--- src/rtl/apb3_master_if.sv ---
// Command/response stream plus APB3 bus bundled for the apb3_master requester.
// The master modport is the requester's view; slave is the environment's view (host + APB slave).
interface apb3_master_if #(
    parameter int ADDR_W = 12,
    parameter int DATA_W = 32
);
    logic              cmd_valid;
    logic              cmd_ready;
    logic              cmd_write;
    logic [ADDR_W-1:0] cmd_addr;
    logic [DATA_W-1:0] cmd_wdata;

    logic              rsp_valid;
    logic              rsp_ready;
    logic [DATA_W-1:0] rsp_rdata;
    logic              rsp_err;
    logic              rsp_timeout;

    logic [ADDR_W-1:0] paddr;
    logic              psel;
    logic              penable;
    logic              pwrite;
    logic [DATA_W-1:0] pwdata;
    logic [DATA_W-1:0] prdata;
    logic              pready;
    logic              pslverr;

    modport master (
        input  cmd_valid, cmd_write, cmd_addr, cmd_wdata,
        input  rsp_ready,
        input  prdata, pready, pslverr,
        output cmd_ready,
        output rsp_valid, rsp_rdata, rsp_err, rsp_timeout,
        output paddr, psel, penable, pwrite, pwdata
    );

    modport slave (
        output cmd_valid, cmd_write, cmd_addr, cmd_wdata,
        output rsp_ready,
        output prdata, pready, pslverr,
        input  cmd_ready,
        input  rsp_valid, rsp_rdata, rsp_err, rsp_timeout,
        input  paddr, psel, penable, pwrite, pwdata
    );
endinterface

--- src/rtl/apb3_master.sv ---
// Single-outstanding APB3 requester: valid/ready command in, SETUP/ACCESS on APB,
// valid/ready response out, with slave error and bounded-wait timeout reporting.
module apb3_master #(
    parameter int ADDR_W  = 12,
    parameter int DATA_W  = 32,
    parameter int TIMEOUT = 16
) (
    input  logic          clk,
    input  logic          rst_n,
    apb3_master_if.master bus
);
    typedef enum logic [1:0] {
        IDLE   = 2'd0,
        SETUP  = 2'd1,
        ACCESS = 2'd2,
        RESP   = 2'd3
    } state_t;

    // Counter value on the final permitted ACCESS cycle (TIMEOUT ACCESS cycles in total).
    localparam logic [7:0] LAST_WAIT = 8'(TIMEOUT - 1);

    state_t            state_reg, state_next;
    logic [7:0]        wait_cnt_reg, wait_cnt_next;
    logic [ADDR_W-1:0] paddr_reg, paddr_next;
    logic              pwrite_reg, pwrite_next;
    logic [DATA_W-1:0] pwdata_reg, pwdata_next;
    logic              psel_reg, psel_next;
    logic              penable_reg, penable_next;
    logic              rsp_valid_reg, rsp_valid_next;
    logic [DATA_W-1:0] rsp_rdata_reg, rsp_rdata_next;
    logic              rsp_err_reg, rsp_err_next;
    logic              rsp_timeout_reg, rsp_timeout_next;

    logic              access_done;
    logic              wait_expired;

    // pslverr/prdata are only meaningful on the qualified completion beat.
    assign access_done  = psel_reg && penable_reg && bus.pready;
    assign wait_expired = psel_reg && penable_reg && !bus.pready && (wait_cnt_reg == LAST_WAIT);

    always_ff @(posedge clk) begin
        if (!rst_n) begin
            state_reg       <= IDLE;
            wait_cnt_reg    <= '0;
            paddr_reg       <= '0;
            pwrite_reg      <= 1'b0;
            pwdata_reg      <= '0;
            psel_reg        <= 1'b0;
            penable_reg     <= 1'b0;
            rsp_valid_reg   <= 1'b0;
            rsp_rdata_reg   <= '0;
            rsp_err_reg     <= 1'b0;
            rsp_timeout_reg <= 1'b0;
        end else begin
            state_reg       <= state_next;
            wait_cnt_reg    <= wait_cnt_next;
            paddr_reg       <= paddr_next;
            pwrite_reg      <= pwrite_next;
            pwdata_reg      <= pwdata_next;
            psel_reg        <= psel_next;
            penable_reg     <= penable_next;
            rsp_valid_reg   <= rsp_valid_next;
            rsp_rdata_reg   <= rsp_rdata_next;
            rsp_err_reg     <= rsp_err_next;
            rsp_timeout_reg <= rsp_timeout_next;
        end
    end

    always_comb begin
        state_next = state_reg;
        case (state_reg)
            IDLE:   if (bus.cmd_valid) state_next = SETUP;
            SETUP:  state_next = ACCESS;
            ACCESS: if (access_done || wait_expired) state_next = RESP;
            RESP:   if (bus.rsp_ready) state_next = IDLE;
            default: state_next = IDLE;
        endcase
    end

    // Bus strobes follow the next state so they appear registered in the state's own cycle.
    always_comb begin
        wait_cnt_next    = wait_cnt_reg;
        paddr_next       = paddr_reg;
        pwrite_next      = pwrite_reg;
        pwdata_next      = pwdata_reg;
        rsp_rdata_next   = rsp_rdata_reg;
        rsp_err_next     = rsp_err_reg;
        rsp_timeout_next = rsp_timeout_reg;
        psel_next        = (state_next == SETUP) || (state_next == ACCESS);
        penable_next     = (state_next == ACCESS);
        rsp_valid_next   = (state_next == RESP);

        case (state_reg)
            IDLE: begin
                if (bus.cmd_valid) begin
                    paddr_next  = bus.cmd_addr;
                    pwrite_next = bus.cmd_write;
                    if (bus.cmd_write) pwdata_next = bus.cmd_wdata;
                end
            end
            ACCESS: begin
                if (access_done) begin
                    rsp_rdata_next   = pwrite_reg ? '0 : bus.prdata;
                    rsp_err_next     = bus.pslverr;
                    rsp_timeout_next = 1'b0;
                end else if (wait_expired) begin
                    rsp_rdata_next   = '0;
                    rsp_err_next     = 1'b1;
                    rsp_timeout_next = 1'b1;
                end else begin
                    wait_cnt_next = wait_cnt_reg + 8'd1;
                end
            end
            RESP: begin
                if (bus.rsp_ready) wait_cnt_next = '0;
            end
            default: ;
        endcase
    end

    assign bus.cmd_ready   = (state_reg == IDLE);
    assign bus.paddr       = paddr_reg;
    assign bus.pwrite      = pwrite_reg;
    assign bus.pwdata      = pwdata_reg;
    assign bus.psel        = psel_reg;
    assign bus.penable     = penable_reg;
    assign bus.rsp_valid   = rsp_valid_reg;
    assign bus.rsp_rdata   = rsp_rdata_reg;
    assign bus.rsp_err     = rsp_err_reg;
    assign bus.rsp_timeout = rsp_timeout_reg;

    a_penable_needs_psel: assert property (@(posedge clk) disable iff (!rst_n)
        bus.penable |-> bus.psel);
    a_access_ends_on_ready: assert property (@(posedge clk) disable iff (!rst_n)
        (bus.psel && bus.penable && bus.pready) |=> !bus.penable);
endmodule

--- src/flat_wrapper.sv ---
// flat-port wrapper written by rule: the top's interface ports become plain ports
module apb3_master_flat 
#(
    parameter int ADDR_W  = 12,
    parameter int DATA_W  = 32,
    parameter int TIMEOUT = 16
)
  (clk, rst_n, bus_cmd_valid, bus_cmd_write, bus_cmd_addr, bus_cmd_wdata, bus_rsp_ready, bus_prdata, bus_pready, bus_pslverr, bus_cmd_ready, bus_rsp_valid, bus_rsp_rdata, bus_rsp_err, bus_rsp_timeout, bus_paddr, bus_psel, bus_penable, bus_pwrite, bus_pwdata);
  apb3_master_if #(.ADDR_W(ADDR_W), .DATA_W(DATA_W)) bus_i ();
  input  logic clk;
  input  logic rst_n;
  input wire logic [$bits(bus_i.cmd_valid)-1:0] bus_cmd_valid;
  input wire logic [$bits(bus_i.cmd_write)-1:0] bus_cmd_write;
  input wire logic [$bits(bus_i.cmd_addr)-1:0] bus_cmd_addr;
  input wire logic [$bits(bus_i.cmd_wdata)-1:0] bus_cmd_wdata;
  input wire logic [$bits(bus_i.rsp_ready)-1:0] bus_rsp_ready;
  input wire logic [$bits(bus_i.prdata)-1:0] bus_prdata;
  input wire logic [$bits(bus_i.pready)-1:0] bus_pready;
  input wire logic [$bits(bus_i.pslverr)-1:0] bus_pslverr;
  output wire logic [$bits(bus_i.cmd_ready)-1:0] bus_cmd_ready;
  output wire logic [$bits(bus_i.rsp_valid)-1:0] bus_rsp_valid;
  output wire logic [$bits(bus_i.rsp_rdata)-1:0] bus_rsp_rdata;
  output wire logic [$bits(bus_i.rsp_err)-1:0] bus_rsp_err;
  output wire logic [$bits(bus_i.rsp_timeout)-1:0] bus_rsp_timeout;
  output wire logic [$bits(bus_i.paddr)-1:0] bus_paddr;
  output wire logic [$bits(bus_i.psel)-1:0] bus_psel;
  output wire logic [$bits(bus_i.penable)-1:0] bus_penable;
  output wire logic [$bits(bus_i.pwrite)-1:0] bus_pwrite;
  output wire logic [$bits(bus_i.pwdata)-1:0] bus_pwdata;
  assign bus_i.cmd_valid = bus_cmd_valid;
  assign bus_i.cmd_write = bus_cmd_write;
  assign bus_i.cmd_addr = bus_cmd_addr;
  assign bus_i.cmd_wdata = bus_cmd_wdata;
  assign bus_i.rsp_ready = bus_rsp_ready;
  assign bus_i.prdata = bus_prdata;
  assign bus_i.pready = bus_pready;
  assign bus_i.pslverr = bus_pslverr;
  assign bus_cmd_ready = bus_i.cmd_ready;
  assign bus_rsp_valid = bus_i.rsp_valid;
  assign bus_rsp_rdata = bus_i.rsp_rdata;
  assign bus_rsp_err = bus_i.rsp_err;
  assign bus_rsp_timeout = bus_i.rsp_timeout;
  assign bus_paddr = bus_i.paddr;
  assign bus_psel = bus_i.psel;
  assign bus_penable = bus_i.penable;
  assign bus_pwrite = bus_i.pwrite;
  assign bus_pwdata = bus_i.pwdata;
  apb3_master #(.ADDR_W(ADDR_W), .DATA_W(DATA_W), .TIMEOUT(TIMEOUT)) u_core (.clk(clk), .rst_n(rst_n), .bus(bus_i));
endmodule
--- config.mk ---
export PLATFORM = sky130hd
export DESIGN_NAME = apb3_master_flat
export DESIGN_NICKNAME = d
export VERILOG_FILES = /design/src/rtl/apb3_master_if.sv /design/src/rtl/apb3_master.sv /design/src/flat_wrapper.sv
export SDC_FILE = /design/constraint.sdc
export NUM_CORES = 1
export LEC_CHECK = 0
export CORE_ASPECT_RATIO = 0.5
export CORE_UTILIZATION = 44
export DETAILED_ROUTE_END_ITERATION = 16
export PLACE_DENSITY = 0.85
export SETUP_SLACK_MARGIN = 0.5
export SYNTH_ARGS = -nofsm -noshare
export SYNTH_HDL_FRONTEND = slang
export SYNTH_SLANG_ARGS = --single-unit
--- constraint.sdc ---
create_clock -name clk -period 3.5 [get_ports clk]
set_input_delay 0.875 -clock clk [delete_from_list [all_inputs] [get_ports clk]]
set_output_delay 0.875 -clock clk [all_outputs]
set_load 0.01 [all_outputs]
==> out/metrics.yaml <==
sta:
  fmax_mhz: 414
  fin_skew_ns: 0.00551
  slew_violations: 0
  finalCritPeriodShare: 0.689
  setup-tns-final_ns: 0
  hold_viol: 0
  rsz0062_at_grt: "false"
  setup_viol: 0
  slew_headroom: 0.554
  tightest_slew_ns: 0.668
  finalCriticalPeriod_ns: 2.41
floorplanning:
  die-area_um2: 8270
  std_cell_rows: 22
  initial_core_util: 0.463
  die_h_um: 64.8
  core_area_um2: 7490
  die_w_um: 128
  io_pins: 166
clock_tree:
  postCtsSetupBuffers: 0
  h-tree-depth: 3
  cts_made_buffers: 9
  root_buffer: "clkbuf_16"
  cts.repair.resized: 0
  clk_pin_slew_ns: 0.06
  clk_latency_ns: 0.34
  ctsHoldBuffers: 0
  clock-sinks: 92
  clk_path_buf_depth: 2
  cts_tree: "done"
power_and_ir_drop:
  internal_power_mw: 1.82
  switching_share: 0.232
  p_clk_frac: 0.410
  max-vdd-ir-drop_uv: 277
  p_leak_nw: 1.97
  p_seq_frac: 0.466
  p_comb_frac: 0.125
  switching_power_uw: 549
  power_density_nw_per_um2: 432
hold_path:
  hold_start: "u_core.bus.pwdata[17]"
  hold_path.class: "reg -> reg"
  hold_depth: 2
grt:
  grt_max_degree: 53
  grt_antenna_before_repair: 0
  gr-total-overflow: 0
  grt_usage: 0.247
  grt_pass1_vias: 3222
  grt_pass1_wl_um: 15900
finish:
  final_area_um2: 5490
  nets: 656
  drive_gt1_frac: 0.0574
  diodes: 0
  syn2layout_area_growth_pct: 58.3
synth:
  avgSynthCellArea_um2: 8.28
  synth_area_leaders: "dfxtp_1 53%, nand2_1 14%, a21oi_1 12%, o21ai_0 4.9%, clkbuf_1 2.9%"
  synth_area_leader_cell: "dfxtp_1"
  synth_top_area_frac: 0.531
  synth_cell_types: 32
  synth_nets: 505
  synth_area_um2: 3470
  yosysWarningCount: 0
  synth-seq-cells: 92
  seq_area_frac_synth: 0.531
  synthCells: 419
route:
  wl_um: 9790
  wl_met1_um: 4170
  wl_per_cell_um: 14.3
  route.met2.wl_um: 4870
  first_pass_iters: 4
  drc: 0
  viasPerCell: 5.07
  via_count: 3462
  highest_layer: "met4"
  drt_iter0_drc: 249
  route.met3.wl_um: 445
  ant_nets: 0
critical_path:
  startpoint: "bus_rsp_ready"
  arrival_ns: 2.65
  crit_fanout: 9
  r2r-start: "u_core.state_reg[0]"
  worstPathCellList: "clkdlybuf4s50_1 > or2b_1 > o211ai_1 > or3_1 > o41ai_2"
  cpMaxStageDelayCell: "or3_1"
  crit_family: "simple AND/OR/NAND/NOR gates"
  worst_setup_path_end_kind: "flip-flop"
  reg2reg_depth: 4
  cpPeakStageDelay_ns: 0.56
  crit_buf_inv: 1
  crit_type: "in -> reg"
  critPathLaunchType: "input port"
  worst-path-stages: 5
  crit_required_ns: 3.73
status:
  outcome: "finished, final reports clean"
place:
  placed_cell_area_um2: 5190
  gp_congestion: 0.791
  io_buffers: 165
  place_hpwl_um: 6680
run:
  max-cap-violations: 0
-- cells in the final DEF (no fill, tap or decap), drive strengths merged --
master	n
o41ai	5
and4	1
nand2b	1
a41oi	1
a31oi	1
clkbuf	10
o21ai	34
nand2	126
and3b	1
nor3b	2
or3	1
clkinvlp	2
o221a	1
ha	3
nand3b	1
and3	1
nand4b	1
o221ai	1
o311ai	6
dfxtp	92
a21oi	80
inv	4
nand3	3
or2b	1
clkdlybuf4s50	165
bufinv	1
o31ai	1
o211a	1
clkinv	3
buf	7
nor2	6
and2	7
o211ai	3
nand4	1
nor4	1
-- path summary, 6_finish.rpt --
kind,to,slack (ns)
setup / recovery,u_core.wait_cnt_reg[5],1.09
hold / removal,u_core.bus.pwdata[17],0.45
setup reg to reg,u_core.wait_cnt_reg[5],1.36
hold reg to reg,u_core.bus.pwdata[17],0.45
-- kinds of logic (layout without fill, tap and decap cells) --
family,count (synthesis),after routing,synth area share
buffers and inverters,36,192,0.0444
adder cells (fa/ha/maj),3,3,0.0108
AO/OA/AOI/OAI,134,134,0.225
flip-flops,92,92,0.531
AND/OR/NAND/NOR,154,154,0.189
-- worst reg2reg max path: cells and delay by family (launching register included) --
| kind | cells | cell delay [ns] |
|---|---|---|
| flops | 1 | 0.43 |
| simple gates | 3 | 1.27 |
| compound gates | 1 | 0.34 |
-- synthesized netlist by cell type --
cell      number
a21oi_1       80
a31oi_1        1
a41oi_1        1
and2_1         7
and3_1         1
and3b_1        1
and4_1         1
buf_2          3
buf_6          2
clkbuf_1      27
dfxtp_1       92
ha_1           3
inv_1          4
nand2_1      126
nand2b_1       1
nand3_1        3
nand3b_1       1
nand4_1        1
nand4b_4       1
nor2_1         6
nor3b_1        2
nor4_1         1
o211a_1        1
o211ai_1       3
o21ai_0       34
o221a_2        1
o221ai_1       1
o311ai_0       6
o31ai_1        1
o41ai_2        5
or2b_1         1
or3_1          1
-- cell type report --
type	instances	area, um^2
inverter	4	15.0
clock inverter	6	63.8
timing repair buffer	172	1720
fill	588	1990
multi-input combinational	291	1480
clock buffer	10	239
tap	108	135
sequential	92	1840
-- through the flow --
stage / worst slack, ns / power [mW] / std cells / hold WS, ns / utilization
2_1_floorplan: 1.47 / 1.24 / 419 / 0.454 / -
3_3_place_gp: 0.822 / 1.42 / 667 / 0.441 / 0.693
3_5_place_dp: 0.781 / 1.42 / 667 / 0.446 / 0.693
4_1_cts: 1.10 / 2.39 / 683 / 0.454 / 0.734
5_1_grt: 1.00 / 2.46 / 683 / 0.469 / 0.734
6_report: 1.09 / 2.37 / 683 / 0.453 / 0.734
-- power by group through the flow --
stage	combinational [mW]	clock (mW)	sequential [mW]
floorplan	0.0944	0	1.14
global placement	0.291	0	1.13
detailed placement	0.294	0	1.13
CTS	0.297	0.991	1.10
global route	0.321	1.03	1.11
finish	0.296	0.971	1.10
-- routing by layer --
layer	vias up	global-route usage
met3	30	0.0743
met4	0	0.106
li1	1725	-
met1	1599	0.300
met2	108	0.411
met5	-	0
(Power assumes the default switching activity.)
